$ cat src/rtl/pwm_compare_unit.sv
// -----------------------------------------------------------------------------
// pwm_compare_unit
//
// Consumes the count value of an upstream counter and compares it against a
// double-buffered compare register to generate a registered PWM waveform,
// one-cycle match and period pulses, and a sticky interrupt flag. An
// IDLE/ARMED/RUN state machine makes the PWM start only on a clean period
// boundary, so the first period after arming is always a complete one.
//
// Ports:
//   clk          system clock, everything on the rising edge
//   rst          asynchronous, active-low reset
//   count_in     counter value (WIDTH bits)
//   count_valid  sample qualifier; count_in is ignored while low
//   cmp_wr       write strobe for the shadow compare register
//   cmp_data     compare value written on cmp_wr
//   arm          request start (IDLE -> ARMED)
//   disarm       request stop (any state -> IDLE), has priority over arm
//   irq_clr      clears irq (a simultaneous set wins)
//   pwm_out      registered PWM output
//   match_pulse  one-cycle pulse after a compare match
//   period_pulse one-cycle pulse after a period boundary seen while busy
//   irq          sticky match flag
//   cmp_active   compare value currently in effect
//   busy         high while in ARMED or RUN
// -----------------------------------------------------------------------------
module pwm_compare_unit #(
    parameter int WIDTH = 8
) (
    input  logic             clk,
    input  logic             rst,
    input  logic [WIDTH-1:0] count_in,
    input  logic             count_valid,
    input  logic             cmp_wr,
    input  logic [WIDTH-1:0] cmp_data,
    input  logic             arm,
    input  logic             disarm,
    input  logic             irq_clr,
    output logic             pwm_out,
    output logic             match_pulse,
    output logic             period_pulse,
    output logic             irq,
    output logic [WIDTH-1:0] cmp_active,
    output logic             busy
);

    typedef enum logic [1:0] {
        ST_IDLE  = 2'd0,
        ST_ARMED = 2'd1,
        ST_RUN   = 2'd2
    } state_t;

    localparam logic [WIDTH-1:0] ZERO_W = {WIDTH{1'b0}};

    state_t           state_r;
    state_t           state_next_s;
    logic [WIDTH-1:0] count_q_r;
    logic [WIDTH-1:0] cmp_shadow_r;
    logic [WIDTH-1:0] cmp_shadow_next_s;
    logic             pend_r;
    logic             pend_next_s;
    logic [WIDTH-1:0] cmp_active_r;
    logic [WIDTH-1:0] cmp_active_next_s;
    logic [WIDTH-1:0] cv_s;
    logic             boundary_s;
    logic             eval_s;
    logic             pwm_r;
    logic             pwm_next_s;
    logic             match_r;
    logic             match_next_s;
    logic             period_r;
    logic             period_next_s;
    logic             irq_r;
    logic             irq_next_s;
    logic             busy_r;

    // Period boundary: a valid sample arriving at zero from a non-zero value.
    // Requiring count_q != 0 keeps a counter parked at zero from re-firing.
    always_comb begin
        boundary_s = 1'b0;
        if (count_valid && (count_in == ZERO_W) && (count_q_r != ZERO_W)) begin
            boundary_s = 1'b1;
        end else begin
            boundary_s = 1'b0;
        end
    end

    // Double-buffered compare value: writes land in the shadow and are
    // promoted only at a boundary; a write coincident with a boundary goes
    // straight to the active register.
    always_comb begin
        cmp_shadow_next_s = cmp_shadow_r;
        pend_next_s       = pend_r;
        cmp_active_next_s = cmp_active_r;
        if (cmp_wr) begin
            cmp_shadow_next_s = cmp_data;
        end else begin
            cmp_shadow_next_s = cmp_shadow_r;
        end
        if (boundary_s) begin
            pend_next_s = 1'b0;
            if (cmp_wr) begin
                cmp_active_next_s = cmp_data;
            end else if (pend_r) begin
                cmp_active_next_s = cmp_shadow_r;
            end else begin
                cmp_active_next_s = cmp_active_r;
            end
        end else if (cmp_wr) begin
            pend_next_s       = 1'b1;
            cmp_active_next_s = cmp_active_r;
        end else begin
            pend_next_s       = pend_r;
            cmp_active_next_s = cmp_active_r;
        end
    end

    // The value compared on this edge is the one cmp_active holds after it,
    // so the first sample of a new period already uses the new compare.
    assign cv_s = cmp_active_next_s;

    // Arm/disarm state machine: next-state logic, disarm dominates.
    always_comb begin
        state_next_s = state_r;
        if (disarm) begin
            state_next_s = ST_IDLE;
        end else begin
            case (state_r)
                ST_IDLE: begin
                    if (arm) begin
                        state_next_s = ST_ARMED;
                    end else begin
                        state_next_s = ST_IDLE;
                    end
                end
                ST_ARMED: begin
                    if (boundary_s) begin
                        state_next_s = ST_RUN;
                    end else begin
                        state_next_s = ST_ARMED;
                    end
                end
                ST_RUN: begin
                    state_next_s = ST_RUN;
                end
                default: begin
                    state_next_s = ST_IDLE;
                end
            endcase
        end
    end

    // Compare evaluation happens on valid samples in RUN, including the
    // ARMED->RUN edge; RUN is only entered or kept when disarm is low.
    always_comb begin
        eval_s = 1'b0;
        if (count_valid && (state_next_s == ST_RUN)) begin
            eval_s = 1'b1;
        end else begin
            eval_s = 1'b0;
        end
    end

    // Output next values: PWM level, match/period pulses and sticky irq.
    always_comb begin
        pwm_next_s    = pwm_r;
        match_next_s  = 1'b0;
        period_next_s = 1'b0;
        irq_next_s    = irq_r;
        if (state_next_s == ST_IDLE) begin
            pwm_next_s = 1'b0;
        end else if (eval_s) begin
            pwm_next_s = (count_in < cv_s);
        end else begin
            pwm_next_s = pwm_r;
        end
        // count_in != count_q suppresses repeated matches in hold mode.
        if (eval_s && (count_in == cv_s) && (count_in != count_q_r)) begin
            match_next_s = 1'b1;
        end else begin
            match_next_s = 1'b0;
        end
        if (boundary_s && !disarm && (state_r != ST_IDLE)) begin
            period_next_s = 1'b1;
        end else begin
            period_next_s = 1'b0;
        end
        // A set coincident with a clear wins.
        if (match_next_s) begin
            irq_next_s = 1'b1;
        end else if (irq_clr) begin
            irq_next_s = 1'b0;
        end else begin
            irq_next_s = irq_r;
        end
    end

    // State register; busy is tracked alongside so it is a clean flop output.
    always_ff @(posedge clk or negedge rst) begin
        if (!rst) begin
            state_r <= ST_IDLE;
            busy_r  <= 1'b0;
        end else begin
            state_r <= state_next_s;
            busy_r  <= (state_next_s != ST_IDLE);
        end
    end

    // Last valid counter sample, held while count_valid is low.
    always_ff @(posedge clk or negedge rst) begin
        if (!rst) begin
            count_q_r <= ZERO_W;
        end else if (count_valid) begin
            count_q_r <= count_in;
        end else begin
            count_q_r <= count_q_r;
        end
    end

    // Compare shadow/active registers and the pending-transfer flag.
    always_ff @(posedge clk or negedge rst) begin
        if (!rst) begin
            cmp_shadow_r <= ZERO_W;
            pend_r       <= 1'b0;
            cmp_active_r <= ZERO_W;
        end else begin
            cmp_shadow_r <= cmp_shadow_next_s;
            pend_r       <= pend_next_s;
            cmp_active_r <= cmp_active_next_s;
        end
    end

    // Registered PWM, pulse and interrupt outputs.
    always_ff @(posedge clk or negedge rst) begin
        if (!rst) begin
            pwm_r    <= 1'b0;
            match_r  <= 1'b0;
            period_r <= 1'b0;
            irq_r    <= 1'b0;
        end else begin
            pwm_r    <= pwm_next_s;
            match_r  <= match_next_s;
            period_r <= period_next_s;
            irq_r    <= irq_next_s;
        end
    end

    assign pwm_out      = pwm_r;
    assign match_pulse  = match_r;
    assign period_pulse = period_r;
    assign irq          = irq_r;
    assign cmp_active   = cmp_active_r;
    assign busy         = busy_r;

endmodule

$ cat config.mk
export PLATFORM = sky130hd
export DESIGN_NAME = pwm_compare_unit
export DESIGN_NICKNAME = d
export VERILOG_FILES = /design/src/rtl/pwm_compare_unit.sv
export SDC_FILE = /design/constraint.sdc
export NUM_CORES = 1
export LEC_CHECK = 0
export CELL_PAD_IN_SITES_DETAIL_PLACEMENT = 1
export CELL_PAD_IN_SITES_GLOBAL_PLACEMENT = 2
export CORE_UTILIZATION = 36
export CTS_CLUSTER_DIAMETER = 40
export DETAILED_ROUTE_END_ITERATION = 7
export HOLD_SLACK_MARGIN = 0.02
export PLACE_DENSITY_LB_ADDON = 0.25
export SYNTH_ARGS = -nofsm -noshare
export SYNTH_HDL_FRONTEND = slang
export SYNTH_SLANG_ARGS = --single-unit
$ cat constraint.sdc
create_clock -name clk -period 5 [get_ports clk]
set_input_delay 1.5 -clock clk [delete_from_list [all_inputs] [get_ports clk]]
set_output_delay 1.5 -clock clk [all_outputs]
set_load 0.03 [all_outputs]
==> metrics.yaml <==
cp-endpoint: "pwm_out$_DFFE_PN0P_"
cts_hold_buf: 0
synth.area.top_cells: "dfrtp_1 (48%), mux2_2 (15%), ha_1 (6.0%)"
yosys.area.top_type: "dfrtp_1"
grt.overflow.total: 0
crit_type: "input port to flop"
grt_pass1_vias: 1258
synthCells: 131
drc_errors: 0
die-height_um: 69.9
fin_skew_ps: 5.73
regToRegSetupSlack_ps: 2440
final_cell_area_mm2: 0.00218
cts-resized-gates: 0
synth_cell_types: 35
register_area_um2: 801
critPathLaunch: "count_in[6]"
initialDrtViolationCount: 50
syn_avg_cell_area_um2: 12.7
yosys_most_used_dff: "dfrtp_1"
hold_class: "flop to flop"
synth_area_mm2: 0.00166
globalplace.congestion: 0.804
die_w_um: 69.9
status: "complete, no violations"
cts_tree: "done"
place_area_mm2: 0.00205
clock_path_buffers: 2
syn_to_final_growth_pct: 31.2
grt_max_degree: 33
setup_violations: 0
cts_setup_buffers: 0
dieArea_mm2: 0.00489
syn-num-nets: 162
antenna_found_initial: 0
drv_slew: 0
initial_utilization: 0.379
htreeDepth: 2
nFillCells: 454
hpwl_mm: 2.68
crit_arrival_ps: 4640
clock_latency_ps: 280
p_total_uw: 659
numCtsBuffers: 5
grt_pass1_wl_mm: 6.42
ys_seq_area_frac: 0.482
io_buffers: 35
num_vias: 1170
synth_edf_count: 0
ios: 36
maxCapViolCount: 0
clock-root-buffer: "clkbuf_8"
fin_hold_ws_ps: 506
cts.sinks: 32
viasPerCell: 5.22
yosys_warnings: 0
cellPowerDensity_mw_per_mm2: 303
diodes: 0
cp_max_fo: 15
layout_min_cycle_time_ps: 4420
r2r_cells: 11
worstPathRequired_ps: 5220
leakage_uw: 0.000869
drive_above_1_share: 0.227
grt_usage: 0.172
cp-start-kind: "input port"
vdd.ir_drop.worst_uv: 142
hold_viol_final: 0
fin_crit_sh: 0.884
rr_startpoint: "count_q_r[6]$_DFFE_PN0P_"
fin_tns_setup_ps: 0
row_count: 24
achievable-frequency_ghz: 0.226
drtPass1Iterations: 4
nets: 202
grt_setup_unrepaired: "no"
synth_top_area_frac: 0.482
r2r-end: "pwm_out$_DFFE_PN0P_"
antenna_left: 0
routed_wl_mm: 3.56
worstMarginPinSlew_ps: 492
core_area_mm2: 0.00438
utilization: 0.497
async_reset_ff_frac: 1.00
multi_input_area_um2: 813
cts.clk_slew.worst_paths_ps: 70
slew_headroom: 0.670
end_kind: "flop"
post_drt_wl_per_cell_um: 15.9
ys_seq_elements: 32
## cell families after synthesis
logic type	share of synthesized area
adder cells (fa/ha/maj)	0.0603
flip-flops	0.482
buffers and inverters	0.0279
XOR/XNOR	0.0422
AND/OR/NAND/NOR	0.121
AO/OA/AOI/OAI	0.0626
multiplexers	0.203
## worst min-delay path by stage
stage | startpoint | to | cells past startpoint
floorplan | cmp_shadow_r[0]$_DFFE_PN0P_ | cmp_shadow_r[0]$_DFFE_PN0P_ | 1
CTS | cmp_shadow_r[0]$_DFFE_PN0P_ | cmp_shadow_r[0]$_DFFE_PN0P_ | 1
global placement | cmp_shadow_r[0]$_DFFE_PN0P_ | cmp_shadow_r[0]$_DFFE_PN0P_ | 1
detailed placement | cmp_shadow_r[0]$_DFFE_PN0P_ | cmp_shadow_r[0]$_DFFE_PN0P_ | 1
global route | cmp_shadow_r[0]$_DFFE_PN0P_ | cmp_shadow_r[0]$_DFFE_PN0P_ | 1
finish | cmp_shadow_r[0]$_DFFE_PN0P_ | cmp_shadow_r[0]$_DFFE_PN0P_ | 1
## cell usage after synthesis, drive strengths merged (3+ instances only)
cell / number
dfrtp: 32
mux2: 24
ha: 8
xnor2: 8
nor2: 7
mux2i: 6
nor3: 6
nand4: 4
o21ai: 4
nand2: 3
## area by class of cell
| cell class | instances | share of cell area |
|---|---|---|
| flip-flops and latches | 32 | 0.368 |
| clock inverters | 1 | 0.0138 |
| clock buffers | 7 | 0.0442 |
| multi-input cells | 93 | 0.373 |
| inverters | 2 | 0.00345 |
| repair buffers | 37 | 0.168 |
| well taps | 52 | 0.0299 |
## layer usage
layer,vias up,part of all wire,global-route usage
li1,563,-,-
met1,579,0.45,0.217
met2,23,0.50,0.285
met3,5,0.039,0.0447
met4,0,0.010,0.0600
met5,-,0,0
## registers in the layout, indices dropped and copies added (netlist names)
register	cells
pwm_out	1
count_q_r	8
state_r	2
cmp_active	8
period_pulse	1
cmp_shadow_r	8
match_pulse	1
irq	1
pend_r	1
busy	1
## report_power, final
group	leakage (uW)	switching (uW)	internal (uW)
sequential	0.000401	12.2	276
clock	0.0000645	93.4	176
combinational	0.000404	46.7	54.6
## cell usage in the layout, fill, tap and decap left out, types with 2 or more instances in the layout
cell and n:
clkdlybuf4s50_1 35, dfrtp_1 32, mux2_2 22, xnor2_1 8
ha_1 8, clkbuf_8 7, nor2_1 6, mux2i_1 6
nor3_1 5, o21ai_0 4, nand4_1 4, nand2_1 3
nor4_1 2, mux2_4 2, inv_1 2, nor2b_1 2
nor3b_1 2, o21a_1 2, o21bai_1 2, buf_4 2
## per-stage QoR
| step | setup WS [ps] | std cells |
|---|---|---|
| 3_5_place_dp | 249 | 216 |
| 4_1_cts | 545 | 224 |
| 3_3_place_gp | 313 | 216 |
| 2_1_floorplan | 1080 | 131 |
| 6_report | 582 | 224 |
| 5_1_grt | 344 | 224 |
## worst max-delay path, stage by stage
cell and delay (ps):
clkdlybuf4s50_1 490, or4b_4 580, nor3_4 180, nand3_2 130, nor2_4 410, mux2i_1 270
ha_1 280, a211o_1 260, o211ai_1 100, a31oi_1 120, o21ai_0 140, and3_1 170
No activity file was read; power rests on OpenSTA's default activity.
